==> src/rtl/hwag_pkg.sv <==
// Shared types and constants for the HWAG crank-wheel synchronisation path.
package hwag_pkg;

   typedef enum logic [2:0] {
      IDLE,
      FIRST,
      MEASURE,
      HUNT,
      SYNC
   } hwag_sync_state_t;

   // A period at least (prev << HWAG_GAP_SHIFT) is a missing-tooth gap.
   localparam int unsigned HWAG_GAP_SHIFT = 1;

endpackage

==> src/rtl/hwag_period_timer.sv <==
// Saturating edge-to-edge timer: clears on request, reports the captured
// period (timer+1, saturated) and flags when the idle count reaches STALL.
module hwag_period_timer #(
   parameter int              TW    = 24,
   parameter logic [TW-1:0]   STALL = 24'hFF_FFFF
) (
   input  logic          clk,
   input  logic          rst,
   input  logic          run_i,
   input  logic          clr_i,
   output logic [TW-1:0] period_o,
   output logic          timeout_o
);

   localparam logic [TW-1:0] TMAX = '1;

   logic [TW-1:0] cnt_q, cnt_d;

   always_comb begin
      if (!run_i || clr_i) begin
         cnt_d = '0;
      end else if (cnt_q != TMAX) begin
         cnt_d = cnt_q + TW'(1);
      end else begin
         cnt_d = cnt_q;
      end
   end

   always_ff @(posedge clk) begin
      if (rst) begin
         cnt_q <= '0;
      end else begin
         cnt_q <= cnt_d;
      end
   end

   // The edge at this cycle closes the interval, so it counts one more cycle.
   assign period_o  = (cnt_q == TMAX) ? TMAX : cnt_q + TW'(1);
   assign timeout_o = run_i && (cnt_q == STALL);

endmodule

==> src/rtl/hwag_sync_ctrl.sv <==
// Crank-wheel sync FSM: hunts for the missing-tooth gap, tracks tooth position
// and re-verifies the gap every revolution, with stall detection.
module hwag_sync_ctrl
   import hwag_pkg::*;
#(
   parameter int            TW    = 24,
   parameter int            CW    = 8,
   parameter int            TEETH = 58,
   parameter logic [TW-1:0] STALL = 24'hFF_FFFF
) (
   input  logic          clk,
   input  logic          rst,
   input  logic          start,
   input  logic          edge_in,
   output logic          cap_ena,
   output logic          sync,
   output logic [CW-1:0] tooth_cnt,
   output logic [TW-1:0] period,
   output logic          gap_pulse,
   output logic          sync_lost,
   output logic          stall
);

   hwag_sync_state_t state_q, state_d;
   logic             cap_ena_q, cap_ena_d;
   logic             sync_q, sync_d;
   logic [CW-1:0]    tooth_q, tooth_d;
   logic [TW-1:0]    period_q, period_d;
   logic [TW-1:0]    prev_q, prev_d;
   logic             gap_q, gap_d;
   logic             lost_q, lost_d;
   logic             stall_q, stall_d;

   logic [TW-1:0]    cap_period;
   logic             timeout;
   logic             is_gap;
   logic             sync_err;

   hwag_period_timer #(
      .TW    (TW),
      .STALL (STALL)
   ) u_timer (
      .clk       (clk),
      .rst       (rst),
      .run_i     (state_q != IDLE),
      .clr_i     (edge_in || timeout || !start),
      .period_o  (cap_period),
      .timeout_o (timeout)
   );

   // Extra MSB keeps the doubled reference from wrapping.
   assign is_gap = {1'b0, cap_period} >= ({1'b0, prev_q} << HWAG_GAP_SHIFT);

   always_comb begin
      // NOTE: every next-state signal gets a default first so no latch is inferred.
      state_d  = state_q;
      sync_d   = sync_q;
      tooth_d  = tooth_q;
      period_d = period_q;
      prev_d   = prev_q;
      gap_d    = 1'b0;
      lost_d   = 1'b0;
      stall_d  = stall_q;
      sync_err = 1'b0;

      if (!start) begin
         state_d  = IDLE;
         sync_d   = 1'b0;
         tooth_d  = '0;
         period_d = '0;
         prev_d   = '0;
         stall_d  = 1'b0;
      end else if (state_q == IDLE) begin
         state_d = FIRST;
      end else if (edge_in) begin
         case (state_q)
            FIRST: state_d = MEASURE;
            MEASURE: begin
               period_d = cap_period;
               prev_d   = cap_period;
               state_d  = HUNT;
            end
            HUNT: begin
               period_d = cap_period;
               if (is_gap) begin
                  state_d = SYNC;
                  sync_d  = 1'b1;
                  tooth_d = '0;
                  gap_d   = 1'b1;
               end else begin
                  prev_d = cap_period;
               end
            end
            SYNC: begin
               period_d = cap_period;
               if (tooth_q == CW'(TEETH - 1)) begin
                  if (is_gap) begin
                     tooth_d = '0;
                     gap_d   = 1'b1;
                  end else begin
                     sync_err = 1'b1;
                  end
               end else if (is_gap) begin
                  sync_err = 1'b1;
               end else begin
                  tooth_d = tooth_q + CW'(1);
                  prev_d  = cap_period;
               end
            end
            default: state_d = IDLE;
         endcase

         if (sync_err) begin
            lost_d  = 1'b1;
            sync_d  = 1'b0;
            tooth_d = '0;
            prev_d  = cap_period;
            state_d = HUNT;
         end
      end else if (timeout) begin
         lost_d  = sync_q;
         stall_d = 1'b1;
         sync_d  = 1'b0;
         tooth_d = '0;
         state_d = FIRST;
      end

      cap_ena_d = (state_d != IDLE);
   end

   always_ff @(posedge clk) begin
      // NOTE: sequential state uses non-blocking assignments only.
      if (rst) begin
         state_q   <= IDLE;
         cap_ena_q <= 1'b0;
         sync_q    <= 1'b0;
         tooth_q   <= '0;
         period_q  <= '0;
         prev_q    <= '0;
         gap_q     <= 1'b0;
         lost_q    <= 1'b0;
         stall_q   <= 1'b0;
      end else begin
         state_q   <= state_d;
         cap_ena_q <= cap_ena_d;
         sync_q    <= sync_d;
         tooth_q   <= tooth_d;
         period_q  <= period_d;
         prev_q    <= prev_d;
         gap_q     <= gap_d;
         lost_q    <= lost_d;
         stall_q   <= stall_d;
      end
   end

   assign cap_ena   = cap_ena_q;
   assign sync      = sync_q;
   assign tooth_cnt = tooth_q;
   assign period    = period_q;
   assign gap_pulse = gap_q;
   assign sync_lost = lost_q;
   assign stall     = stall_q;

endmodule

==> config.mk <==
export PLATFORM = sky130hd
export DESIGN_NAME = hwag_sync_ctrl
export DESIGN_NICKNAME = d
export VERILOG_FILES = /design/src/rtl/hwag_pkg.sv /design/src/rtl/hwag_period_timer.sv /design/src/rtl/hwag_sync_ctrl.sv
export SDC_FILE = /design/constraint.sdc
export NUM_CORES = 1
export LEC_CHECK = 0
export ABC_AREA = 1
export CAP_MARGIN = 20
export CORE_MARGIN = 1
export CORE_UTILIZATION = 41
export DETAILED_ROUTE_END_ITERATION = 10
export DONT_BUFFER_PORTS = 1
export HOLD_SLACK_MARGIN = 0.12
export PLACE_DENSITY = 0.56
export SETUP_SLACK_MARGIN = 0.3
export SYNTH_ARGS = -nofsm -noshare
export SYNTH_HDL_FRONTEND = slang
export SYNTH_SLANG_ARGS = --single-unit
export TNS_END_PERCENT = 20
==> constraint.sdc <==
create_clock -name clk -period 4 [get_ports clk]
set_input_delay 0.4 -clock clk [delete_from_list [all_inputs] [get_ports clk]]
set_output_delay 0.4 -clock clk [all_outputs]
set_load 0.1 [all_outputs]
# Yosys cells after proc, flatten, opt, wreduce, memory -nomap -nowiden

Index checks and enable logic that the tools add are counted.

Bits in registers: 88
Latch bits: 0
RAM bits: 0
Memory bits (read-only): 0
Input port bits: 4
Output and inout bits: 37
Word-level logic and storage cells: 85
Memories kept: 0

Add/sub/neg operators: 2
Multipliers: 0
Div/mod/pow operators: 0
Magnitude comparators: 1
Equal/unequal tests: 12
Shift operators: 0
Mux-type cells: 36
Bitwise gates (word level): 3
Reductions and logical operators: 21

Operator list:

| operator                                               | number |
|---|---|
| 2-to-1 mux 24 bit                                      | 4 |
| case mux 24 bit (3 select lines)                       | 1 |
| 2-to-1 mux 8 bit                                       | 6 |
| greater-or-equal comparator 24 x 25 -> 1 bit           | 1 |
| adder 24 x 1 -> 24 bit (second input constant)         | 1 |
| == test 24 bit (second input constant)                 | 1 |
| inequality test 24 bit (second input constant)         | 1 |
| 2-to-1 mux 3 bit                                       | 6 |
| 2-to-1 mux 1 bit                                       | 16 |
| case mux 8 bit (2 select lines)                        | 1 |
| case mux 3 bit (4 select lines)                        | 1 |
| AND reduction 4 bit                                    | 3 |
| adder 8 x 1 -> 8 bit (second input constant)           | 1 |
| == test 8 x 6 -> 1 bit (second input constant)         | 1 |
| == test 3 x 2 -> 1 bit (second input constant)         | 2 |
| inequality test 3 x 1 -> 1 bit (second input constant) | 2 |
| AND reduction 3 bit                                    | 2 |
| nonzero test 3 bit                                     | 2 |
| OR reduction 3 bit                                     | 2 |
| inequality test 5 bit (second input constant)          | 1 |
| inequality test 4 x 1 -> 1 bit (second input constant) | 1 |
| nonzero test 4 bit                                     | 1 |
| OR reduction 2 bit                                     | 2 |
| OR reduction 4 bit                                     | 1 |
| 10 further kinds                                       | 15 |

# Depth between registers and ports, before layout

Word-level depth: 14
Depth in mapped cells: 30
Depth with buffers taken out: 29

# Hierarchy

From an unflattened synthesis, not the netlist that was laid out.

Cell total of the unflattened synthesis: 746
Area, all modules: 5083.6 µm²

By module, submodules not included:

| module            | instances | cells an instance | area each (µm²) | sequential area each (µm²) |
|---|---|---|---|---|
| hwag_sync_ctrl    | 1         | 519               | 3554.7          | 1281.2 |
| hwag_period_timer | 1         | 227               | 1529.0          | 480.5 |

# Worst setup path before layout

OpenSTA, ideal clock, no wires.

Kind: register to register
Start: register u_timer.cnt_q[0]
End: register tooth_q[5], in the netlist tooth_cnt[5]
Library setup time: 0.128 ns
Data arrival time: 3.481 ns
Required time: 3.872 ns
Path slack: 0.391 ns
Stages on the path, launching flop included: 29
Path buffers: 1
Period minus slack after synthesis: 3.609 ns
Path through: dfxtp_1 ha_1 nand2_2 nor2_4 nand2_4 nor2_2 nand2_1 inv_2 nand3_1 o21ai_1 nand3b_1 ha_1 a21oi_1 nor2_1 nor2_1 nand2_1 a21oi_1 nand3_2 buf_6 ha_1 nand2_1 nand2_1 nor2_1 nand2_1 nand2_2 inv_2 nor2_1 nor2_1 nor2_1

Cells in the longest elaborated chain, start to end: 11
Elaborated cells on any way between the ends: 21
Classes of those cells: 1 x add/sub; 1 x order compare; 3 x eq/ne; 13 x mux; 3 x reduce/logical

Ends and longest elaborated chain:

| element                                                                  | line                                        | source |
|---|---|---|
| from (decl)                                                              | hwag_period_timer.sv:17                     | `logic [TW-1:0] cnt_q, cnt_d;` |
| from (signal assigned)                                                   | hwag_period_timer.sv:33                     | `cnt_q <= cnt_d;` |
| adder 24 x 1 -> 24 bit / == test 24 bit (equally long branches)          | hwag_period_timer.sv:38                     | `assign period_o = (cnt_q == TMAX) ? TMAX : cnt_q + TW'(1);` |
| 2-to-1 mux 24 bit (*)                                                    | hwag_period_timer.sv:38                     |  |
| via cap_period[22]                                                       | hwag_sync_ctrl.sv:34                        | `logic [TW-1:0] cap_period;` |
| greater-or-equal comparator 24 x 25 -> 1 bit (*)                         | hwag_sync_ctrl.sv:52                        | `assign is_gap = {1'b0, cap_period} >= ({1'b0, prev_q} << HWAG_GAP_SHIFT);` |
| 2-to-1 mux 1 bit (on tied branches)                                      | hwag_sync_ctrl.sv:103, hwag_sync_ctrl.sv:97 |  |
| 2-to-1 mux 1 bit                                                         | hwag_sync_ctrl.sv:96                        | `if (tooth_q == CW'(TEETH - 1)) begin` |
| 2-to-1 mux 1 bit                                                         | hwag_sync_ctrl.sv:76                        | `case (state_q)` |
| 2-to-1 mux 1 bit                                                         | hwag_sync_ctrl.sv:75                        | `end else if (edge_in) begin` |
| 2-to-1 mux 1 bit                                                         | hwag_sync_ctrl.sv:73                        | `end else if (state_q == IDLE) begin` |
| 2-to-1 mux 1 bit                                                         | hwag_sync_ctrl.sv:66                        | `if (!start) begin` |
| inequality test 5 bit (no line), or another cell as far along            | -                                           |  |
| AND reduction 4 bit (no line) / 2-to-1 mux 8 bit (equally long branches) | -                                           |  |
| to (signal assigned)                                                     | hwag_sync_ctrl.sv:147                       | `tooth_q <= tooth_d;` |
| to (decl)                                                                | hwag_sync_ctrl.sv:27                        | `logic [CW-1:0] tooth_q, tooth_d;` |

The timed path passes the listed nets; every way through them passes the cells marked *. The select of a mux whose other input is x is not followed.
A chain may end at the register's enable or synchronous reset.

# Worst setup path in the final report

Start: register u_timer.cnt_q[0]
End: register prev_q[7]

Cells in the longest elaborated chain, start to end: 11
Elaborated cells on any way between the ends: 18
Classes of those cells: 1 x add/sub; 1 x order compare; 2 x eq/ne; 12 x mux; 2 x reduce/logical

Ends and longest elaborated chain:

| element                                                                      | line                                        | source |
|---|---|---|
| adder 24 x 1 -> 24 bit / == test 24 bit (equally long branches)              | hwag_period_timer.sv:38                     |  |
| 2-to-1 mux 24 bit (*)                                                        | hwag_period_timer.sv:38                     |  |
| via cap_period[22]                                                           | hwag_sync_ctrl.sv:34                        |  |
| greater-or-equal comparator 24 x 25 -> 1 bit (*)                             | hwag_sync_ctrl.sv:52                        |  |
| 2-to-1 mux 1 bit (on tied branches)                                          | hwag_sync_ctrl.sv:103, hwag_sync_ctrl.sv:97 |  |
| 2-to-1 mux 1 bit                                                             | hwag_sync_ctrl.sv:96                        |  |
| 2-to-1 mux 1 bit                                                             | hwag_sync_ctrl.sv:76                        |  |
| 2-to-1 mux 1 bit                                                             | hwag_sync_ctrl.sv:75                        |  |
| 2-to-1 mux 1 bit                                                             | hwag_sync_ctrl.sv:73                        |  |
| 2-to-1 mux 1 bit                                                             | hwag_sync_ctrl.sv:66                        |  |
| inequality test 3 bit (no line) / nonzero test 4 bit (equally long branches) | -                                           |  |
| AND reduction 4 bit (no line)                                                | -                                           |  |
| to (signal assigned)                                                         | hwag_sync_ctrl.sv:149                       | `prev_q <= prev_d;` |
| to (decl)                                                                    | hwag_sync_ctrl.sv:29                        | `logic [TW-1:0] prev_q, prev_d;` |

Marked as above.

==> flow_summary.ini <==
[pwr]
peakVddDrop_uv = 219
p_total_mw = 1.74
powerDensity_mw_per_mm2 = 308
p_leak_nw = 2.55

[clock_network]
path_clk_slew_ps = 60
hold_buffers = 0
cts_root_buf = clkbuf_16
htreeDepth = 3
clk_latency_ps = 350
clock_path_buffers = 2
clock_sinks = 88
cts_inserted_buffers = 9
cts_tree = yes

[detailed_routing]
firstDrtPassIters = 5
wire_per_inst_um = 14.0
avgViaCountPerCell = 4.95
routed_wl_mm = 12.0
drt_iter0_markers = 270
drtAntennaViolNets = 0
vias = 4251
drc_errors = 0

[sta]
finalWorstSetupSlack_ps = 472
setup_viol = 0
period_share_pct = 88.2
worst_slew_pin_slew_ps = 1030
fin_crit_ps = 3530
setup_tns_ps = 0
hold_viol_final = 0
slew_headroom_pct = 31.4
rsz0062_at_grt = yes
clock_skew_ps = 7.05
drv_slew = 0
max_freq_mhz = 283

[place]
place_hpwl_mm = 8.47
gp_congestion = 0.916
portBuffers = 0
dp_slack_ps = 83.9

[min_path]
worst_hold_path_type = input port to flop
hold_path_depth = 1
hold_end = sync_lost$_SDFF_PP0_
hp-start = edge_in

[global_route]
grt_max_degree = 44
grt_usage_pct = 20.6
grt_overflow_total = 0
first_global_vias = 3933
grt_pass1_wl_mm = 18.8
antenna_found_initial = 0

[cells_and_area]
final_nets = 742
antenna_cells = 0
ff_latch_area_mm2 = 0.00177
syn_to_final_growth_pct = 18.3
utilization_pct = 49.6
multi_input_area_mm2 = 0.00263
layout-drive-gt1-share_pct = 17.2
num-fill-cells = 1130

[synthesis]
yosysSeqAreaShare_pct = 36.9
synth_ff_type = dfxtp_1
yosys_warnings = 0
netlist_area_mm2 = 0.00477
ys_types = 40
synth_edf_count = 0
ys_ff_latch = 88
syn_area_per_cell_um2 = 6.95
synthCells = 686
async_reset_ff_share_pct = 0
postSynthNetCount = 717

[run_status]
outcome = finished, final reports clean

[die]
ios = 41
core-area_mm2 = 0.0114
rows = 39
floorplan.initialDensity_pct = 42.0
die_h_um = 110
fp.dieW_um = 110
dieArea_mm2 = 0.0121

[worst_setup_path]
r2r_start = u_timer.cnt_q[0]$_SDFFE_PP0N_
cp_max_fo = 9
critPathRequiredTime_ps = 4280
crit_top_cell = nand2_2
critPathTopFamily = simple AND/OR/NAND/NOR gates
r2r-end = prev_q[7]$_SDFFE_PP0P_
crit_type = flop to flop
path_buf_inv = 4
crit_path_start_kind = flop
slowest_stage = dfxtp_4
crit_chain = ha_4, nand2_2, nor2_4, nand2_4, nor2_4, nand2_2, inv_2, nand3_4, o21ai_1, nand3b_1, ha_1, nand4_1, inv_1, nand2_1, nand2_2, a21oi_2, nand3_2, ha_4, nor2_2, a21oi_4, nand2_8, buf_12, clkbuf_16, a21oi_1
reg2reg_slack_ps = 470
slowest_delay_ps = 380
rr_worst_depth = 24
worstPathArrival_ps = 3810
critPathCaptureType = flop

[job]
cap_violations = 0
==> worst max path at each step <==
stage | cells after the start | from | end | slack (ps)
floorplan | 28 | u_timer.cnt_q[0]$_SDFFE_PP0N_ | tooth_cnt[5]$_SDFFE_PP0P_ | 390
global placement | 29 | u_timer.cnt_q[0]$_SDFFE_PP0N_ | tooth_cnt[0]$_SDFFE_PP0P_ | 150
detailed placement | 29 | u_timer.cnt_q[0]$_SDFFE_PP0N_ | tooth_cnt[2]$_SDFFE_PP0P_ | 80
CTS | 24 | u_timer.cnt_q[7]$_SDFFE_PP0N_ | tooth_cnt[2]$_SDFFE_PP0P_ | 310
global route | 24 | u_timer.cnt_q[0]$_SDFFE_PP0N_ | prev_q[2]$_SDFFE_PP0P_ | 230
finish | 24 | u_timer.cnt_q[0]$_SDFFE_PP0N_ | prev_q[7]$_SDFFE_PP0P_ | 470
==> worst reg2reg max path, stage by stage (launching register included) <==
cell,delay [ps]
dfxtp_4,380
ha_4,150
nand2_2,70
nor2_4,120
nand2_4,90
nor2_4,140
nand2_2,70
inv_2,100
nand3_4,80
o21ai_1,120
nand3b_1,120
ha_1,320
nand4_1,180
inv_1,60
nand2_1,70
nand2_2,60
a21oi_2,120
nand3_2,110
ha_4,300
nor2_2,50
a21oi_4,180
nand2_8,120
buf_12,150
clkbuf_16,150
a21oi_1,140
==> synthesized netlist by cell type, types with 2 or more instances <==
master    count  area [um2]
inv_1       116         435
nor2_2        4        25.0
xnor2_1       4        35.0
a31oi_1       5        31.3
o211ai_1     12        90.1
o21ai_2       3        26.3
nand3_2       5        50.1
nor2_4        6        67.6
a21oi_1      41         205
nand4_1      14        87.6
or2_2         5        31.3
nand3_1      18        90.1
nor3_1        6        30.0
nand2_4       3        33.8
nor2_1       99         372
xor2_1        8        70.1
or2_1         4        25.0
o21a_1        3        22.5
o21ai_0      34         170
ha_1         27         338
nand2_2       7        43.8
clkbuf_1      7        26.3
inv_2         8        30.0
nand2_1     128         480
o21ai_1       8        40.0
buf_2         9        45.0
dfxtp_1      88        1760
nand3b_1      2        15.0
==> kinds of logic after synthesis <==
logic type                 Yosys count  synth area share (%)
and+or+nand+nor                    305                  28.9
xor gates and xnor gates            12                  2.20
DFF                                 88                  36.9
adders and majority gates           27                  7.08
AOI/OAI and AO/OA                  112                  13.3
buffers and inverters              142                  11.6
==> cells in the final DEF (no fill, tap or decap), types with 4 or more instances in the layout <==
master       n
a21oi_1     38
a31oi_1      4
buf_4       25
clkbuf_16   12
dfxtp_1     83
dfxtp_2      4
ha_1        25
inv_1      114
inv_2        9
nand2_1    121
nand2_2     10
nand2_4      6
nand3_1     16
nand3_2      5
nand4_1     14
nor2_1      89
nor2_2      12
nor2_4       8
nor3_1       5
o211ai_1    12
o21ai_0     31
o21ai_1     10
o21ai_2      4
or2_1        4
or2_2        5
xnor2_1      4
xor2_1       8
==> sequential cells by signal (all words and copies together), names as in the netlist <==
register / flops
tooth_cnt: 8
state_q: 3
sync_lost: 1
prev_q: 24
gap_pulse: 1
stall: 1
period: 24
u_timer.cnt_q: 24
cap_ena: 1
sync: 1
==> report_power, final <==
group          internal (mW)  switching, mW  total [mW]
Combinational         0.0209         0.0465      0.0674
Sequential             0.879         0.0159       0.895
Clock                  0.434          0.343       0.777
Total                   1.33          0.406        1.74
==> routing by layer <==
| layer | vias to the layer above | global-route usage [%] | routed length, um |
|---|---|---|---|
| met2 | 87 | 32.0 | 5270 |
| li1 | 2212 | - | - |
| met5 | - | 0 | 0 |
| met4 | 0 | 7.52 | 201 |
| met3 | 15 | 5.28 | 789 |
| met1 | 1937 | 27.5 | 5730 |
==> area by class of cell <==
cell class	instances	share of cell area [%]
clock inverters	3	0.333
clock buffers	12	4.37
repair buffers	31	5.72
multi-input cells	456	46.6
inverters	125	8.42
flip-flops and latches	88	31.4
well taps	143	3.17
==> stage by stage <==
| step | hold WS [ps] | instances | area (um2) |
|---|---|---|---|
| floorplan | 435 | 686 | 4770 |
| global placement | 446 | 833 | 5050 |
| detailed placement | 453 | 833 | 5050 |
| CTS | 254 | 850 | 5370 |
| global route | 256 | 858 | 5640 |
| finish | 265 | 858 | 5640 |
==> what timing repair did <==
action                                  CTS  global route
resized for setup                        13            39
buffers inserted                          2             5
pin swaps                                 9            18
gates cloned                              0             3
hold endpoints to repair                  0             0
endpoints found under the setup margin   33            36
(Power assumes the default switching activity.)
